File: src/rtl/hilo_div_ctrl_pkg.sv
// Shared definitions for the HILO divide controller: FSM state encodings
// and the ready/start strobe constants.
package hilo_div_ctrl_pkg;

    typedef enum logic [1:0] {
        DivFree   = 2'b00,
        DivByZero = 2'b01,
        DivOn     = 2'b10,
        DivEnd    = 2'b11
    } div_state_e;

    localparam logic DivResultReady    = 1'b1;
    localparam logic DivResultNotReady = 1'b0;
    localparam logic DivStart          = 1'b1;
    localparam logic DivStop           = 1'b0;

endpackage

File: src/rtl/hilo_div_ctrl_div_step.sv
// One radix-2 restoring divide iteration: 33-bit trial subtract of the divisor
// from {partial remainder, next dividend bit}, keeping the difference if it is non-negative.
module hilo_div_ctrl_div_step (
    input  logic [31:0] part_rem,
    input  logic        dvd_bit,
    input  logic [31:0] divisor,
    output logic [31:0] next_rem,
    output logic        q_bit
);

    logic [32:0] trial;
    logic [32:0] diff;

    always_comb begin
        trial = {part_rem, dvd_bit};
        diff  = trial - {1'b0, divisor};
        // Remainder stays below the divisor, so bit 32 of the wrapped difference is its sign
        q_bit    = ~diff[32];
        next_rem = q_bit ? diff[31:0] : trial[31:0];
    end

endmodule

File: src/rtl/hilo_div_ctrl.sv
// Iterative 32-bit DIV/DIVU controller: 32-cycle restoring divide, pipeline
// stall while busy, and a single-cycle {remainder, quotient} HILO write.
import hilo_div_ctrl_pkg::*;

module hilo_div_ctrl (
    input  logic        clk,
    input  logic        rst,
    input  logic        start_i,
    input  logic        signed_i,
    input  logic        annul_i,
    input  logic [31:0] opdata1_i,
    input  logic [31:0] opdata2_i,
    output logic [63:0] result_o,
    output logic        ready_o,
    output logic        write_hilo_o,
    output logic        stall_o
);

    div_state_e  state, state_nxt;
    logic [5:0]  cnt;
    logic [31:0] dvd;
    logic [31:0] dvs;
    logic [31:0] rem;
    logic        qneg, rneg;
    logic [31:0] step_rem;
    logic        step_q;
    logic        accept;

    assign accept = (start_i == DivStart) && !annul_i;

    hilo_div_ctrl_div_step u_div_step (
        .part_rem (rem),
        .dvd_bit  (dvd[31]),
        .divisor  (dvs),
        .next_rem (step_rem),
        .q_bit    (step_q)
    );

    always_ff @(posedge clk or posedge rst) begin
        if (rst) state <= DivFree;
        else     state <= state_nxt;
    end

    always_comb begin
        state_nxt = state;
        unique case (state)
            DivFree:   if (accept) state_nxt = (opdata2_i == '0) ? DivByZero : DivOn;
            DivByZero: state_nxt = annul_i ? DivFree : DivEnd;
            DivOn: begin
                if (annul_i)           state_nxt = DivFree;
                else if (cnt == 6'd31) state_nxt = DivEnd;
            end
            DivEnd:    state_nxt = DivFree;
            default:   state_nxt = DivFree;
        endcase
    end

    // dvd shifts dividend bits out of the top while quotient bits fill in from the bottom
    always_ff @(posedge clk or posedge rst) begin
        if (rst) begin
            cnt  <= '0;
            dvd  <= '0;
            dvs  <= '0;
            rem  <= '0;
            qneg <= 1'b0;
            rneg <= 1'b0;
        end else begin
            unique case (state)
                DivFree: begin
                    if (accept) begin
                        cnt  <= '0;
                        rem  <= '0;
                        dvd  <= (signed_i && opdata1_i[31]) ? -opdata1_i : opdata1_i;
                        dvs  <= (signed_i && opdata2_i[31]) ? -opdata2_i : opdata2_i;
                        qneg <= signed_i & (opdata1_i[31] ^ opdata2_i[31]);
                        rneg <= signed_i & opdata1_i[31];
                    end
                end
                DivByZero: begin
                    dvd  <= '0;
                    rem  <= '0;
                    qneg <= 1'b0;
                    rneg <= 1'b0;
                end
                DivOn: begin
                    rem <= step_rem;
                    dvd <= {dvd[30:0], step_q};
                    cnt <= cnt + 6'd1;
                end
                default: ;
            endcase
        end
    end

    always_comb begin
        ready_o  = DivResultNotReady;
        result_o = '0;
        stall_o  = DivStop;
        unique case (state)
            DivFree:          stall_o = accept ? DivStart : DivStop;
            DivByZero, DivOn: stall_o = DivStart;
            DivEnd: begin
                if (!annul_i) begin
                    ready_o  = DivResultReady;
                    result_o = {(rneg ? -rem : rem), (qneg ? -dvd : dvd)};
                end
            end
            default: ;
        endcase
    end

    assign write_hilo_o = ready_o;

endmodule

File: config.mk
export PLATFORM = sky130hd
export DESIGN_NAME = hilo_div_ctrl
export DESIGN_NICKNAME = d
export VERILOG_FILES = /design/src/rtl/hilo_div_ctrl_pkg.sv /design/src/rtl/hilo_div_ctrl_div_step.sv /design/src/rtl/hilo_div_ctrl.sv
export SDC_FILE = /design/constraint.sdc
export NUM_CORES = 1
export LEC_CHECK = 0
export BUFFER_PORTS_ARGS = -buffer_cell sky130_fd_sc_hd__clkbuf_2
export CORE_UTILIZATION = 47
export CTS_CLUSTER_DIAMETER = 60
export DETAILED_ROUTE_END_ITERATION = 10
export GPL_TIMING_DRIVEN = 1
export PLACE_DENSITY = 0.68
export SYNTH_ARGS = -nofsm -noshare
export SYNTH_HDL_FRONTEND = slang
export SYNTH_SLANG_ARGS = --single-unit
export TNS_END_PERCENT = 30
File: constraint.sdc
create_clock -name clk -period 4.7 [get_ports clk]
set_input_delay 0.47 -clock clk [delete_from_list [all_inputs] [get_ports clk]]
set_output_delay 0.47 -clock clk [all_outputs]
set_load 0.005 [all_outputs]
==> flow_metrics.tcl <==
set metrics [dict create \
    crit_top_cell "or3_4" \
    drv_slew 0 \
    drt_iter0_markers 440 \
    p_per_area_nw_per_um2 777 \
    cts_buffers 9 \
    diodes 0 \
    max-slew-margin-rel_pct 19.3 \
    clk_latency_ns 0.35 \
    status "complete, no violations" \
    cp.arrival_ns 3.86 \
    path_clk_slew_ns 0.07 \
    clkSinkCount 106 \
    antenna_found_initial 0 \
    r2r_cells 14 \
    drive_gt1_share_pct 13.8 \
    viasPerCell 5.50 \
    grt_max_degree 73 \
    fin_tns_setup_ns 0 \
    die-width_um 142 \
    synth_top_flop_cell "dfrtp_1" \
    vias 8513 \
    cts_setup_buffers 0 \
    cts_tree "yes" \
    synth_edf_count 0 \
    total_power_mw 8.02 \
    rsz0062_at_grt "no" \
    period_minus_slack_ns 4.33 \
    cp_cell_sequence "or4_4 -> nor2_2 -> nand2_1 -> or4_4 -> or3_4 -> or3_4 -> or3_4 -> o31ai_4 -> xor2_1 -> nor2_1 -> clkbuf_2" \
    io-pin-count 136 \
    path_max_fanout 8 \
    max_cap_viol_count 0 \
    synthDistinctLibCells 63 \
    crit_start "rem[2]" \
    core-area_sq_um 19000 \
    tightest_slew_ns 1.21 \
    crit_path_end "result_o[60]" \
    ant_nets 0 \
    regToRegSetupSlack_ns 0.95 \
    hold_buffers 0 \
    hold_path.class "input pin to asynchronous set/reset pin" \
    cp_slowest_cell "or4_4" \
    cts_resized 0 \
    synth_async_sr_flop_share_pct 100 \
    synth_fp_nets 1304 \
    max_freq_mhz 231 \
    die_y_um 142 \
    yosys_warnings 0 \
    synth_area_per_cell_sq_um 7.73 \
    yosysSeqAreaShare_pct 28.8 \
    grt-ovfl-total 0 \
    start_util_pct 48.6 \
    dieArea_sq_um 20200 \
    dr.pass1.iters 5 \
    grt_pass1_wl_um 38500 \
    finalHoldViolCount 0 \
    crit_cells 11 \
    period_share_pct 92.2 \
    finClkSkew_ns 0.00625 \
    crit_type "register to output port" \
    final_nets 1397 \
    port_buffers 135 \
    max_stage_delay_ns 0.58 \
    rows 50 \
    dpl.hpwl_um 17900 \
    gp_congestion 0.926 \
    finalSetupViolations 0 \
    startpoint_type "register" \
    ir_worst_vdd_v 0.000386 \
    syn2layout_area_growth_pct 12.0 \
    worst_r2r_endpoint "rem[6]" \
    critPathRequiredTime_ns 4.23 \
    power.leakage_nw 4.51 \
    wl_per_cell_um 15.0 \
    wl_um 23200 \
    synth_area_sq_um 9210 \
    cts_buffer_depth 2 \
    critPathBufInv 1 \
    crit_family "simple AND/OR/NAND/NOR gates" \
    r2r-start "dvd[31]" \
    syn_inst 1192 \
    drc_errors 0 \
    ys_ff_latch 106 \
    end_kind "output port" \
    htreeDepth 3 \
    grt_pass1_vias 7640 \
    cts-root-buf "clkbuf_16" \
    grt_usage_pct 24.0 \
]
state kept, by name, summed over array words and instances (netlist names):
register  flops
rem          32
cnt           6
rneg          1
dvs          32
dvd          32
qneg          1
state         2
where the power goes:
part	switching [mW]	total [mW]	internal [mW]	leakage, nW
Clock	0.345	0.703	0.357	0.128
Sequential	0.605	1.92	1.32	1.38
Combinational	3.14	5.40	2.26	3.00
stage by stage:
stage	worst slack, ns	hold slack [ns]	std cells	cell area [sq um]	util, %
after floorplan	1.01	0.450	1192	9210	-
after global placement	0.823	0.461	1534	10000	53.0
after detailed placement	0.746	0.471	1534	10000	53.0
after CTS	0.350	0.322	1549	10300	54.4
after global routing	0.125	0.355	1549	10300	54.4
final	0.366	0.276	1549	10300	54.4
cell type report:
type	count	area (sq um)
clock inverter	6	42.5
multi-input combinational	971	6140
clock buffer	9	225
fill	1884	8640
timing repair buffer	141	721
sequential	106	2650
inverter	56	213
tap	260	325
metal layers:
layer  GRT usage [%]  wire (um)  up-vias
met5               0          0        -
li1                -          -     4374
met3            2.22        938       25
met4            7.19        403        0
met2            36.5       9960      183
met1            35.8      11900     3931
cells in the final DEF, fill, tap and decap left out, types with 9 or more instances in the layout:
cell type | Yosys | layout
o21ai_0 | 150 | 150
nand2_1 | 148 | 148
clkbuf_2 | 0 | 135
nor2_1 | 130 | 130
dfrtp_1 | 106 | 106
xor2_1 | 90 | 89
a21oi_1 | 64 | 64
inv_1 | 56 | 55
xnor2_1 | 49 | 49
ha_1 | 42 | 41
mux2i_1 | 34 | 34
a31oi_1 | 32 | 32
o31ai_1 | 25 | 25
or4_1 | 17 | 17
nor3_1 | 17 | 17
or3_1 | 15 | 15
nand2b_1 | 16 | 14
nand3_1 | 13 | 13
o41ai_1 | 11 | 11
a21o_1 | 10 | 10
and2_1 | 9 | 9
clkbuf_16 | 0 | 9
logic make-up after synthesis:
| family | count (synthesis) | synth area share [%] |
|---|---|---|
| flip-flops | 106 | 28.8 |
| multiplexers | 34 | 3.70 |
| AO/OA/AOI/OAI | 348 | 23.1 |
| buffers and inverters | 115 | 4.84 |
| XOR/XNOR | 139 | 13.2 |
| AND/OR/NAND/NOR | 407 | 20.4 |
| adder cells (fa/ha/maj) | 43 | 5.92 |
worst min-delay path by stage:
stage,start,to,slack [ns]
floorplan,dvs[10],dvs[10],0.45
global placement,dvs[5],dvs[5],0.46
detailed placement,dvs[6],dvs[6],0.47
CTS,rst,dvd[13],0.32
global route,rst,dvd[13],0.36
finish,rst,dvd[13],0.28
Yosys cell counts (all sizes together) (2+ instances only):
| cell type | number | area share, % |
|---|---|---|
| nor3 | 17 | 0.92 |
| and2 | 9 | 0.61 |
| o31ai | 27 | 2.4 |
| xor2 | 90 | 8.6 |
| o21bai | 5 | 0.41 |
| a21o | 10 | 0.82 |
| inv | 56 | 2.3 |
| o41ai | 13 | 1.5 |
| nand4 | 6 | 0.41 |
| nor3b | 3 | 0.24 |
| nor4 | 8 | 0.54 |
| mux2i | 34 | 3.7 |
| o21ai | 152 | 8.3 |
| a21boi | 6 | 0.49 |
| or4 | 20 | 1.8 |
| a211oi | 3 | 0.24 |
| a211o | 2 | 0.19 |
| o211ai | 8 | 0.65 |
| a22o | 6 | 0.57 |
| a32o | 2 | 0.22 |
| nor2b | 6 | 0.41 |
| xnor2 | 49 | 4.7 |
| nor2 | 131 | 5.4 |
| a31oi | 32 | 2.2 |
| nand2b | 16 | 1.1 |
| dfrtp | 106 | 29 |
| and3 | 3 | 0.20 |
| ha | 42 | 5.7 |
| nand2 | 148 | 6.0 |
| or2 | 3 | 0.20 |
| a311oi | 2 | 0.19 |
| clkbuf | 47 | 1.9 |
| or3 | 18 | 1.4 |
| buf | 12 | 0.64 |
| o21a | 8 | 0.65 |
| a21oi | 64 | 3.5 |
| nand3 | 13 | 0.71 |
(Power assumes the default switching activity.)
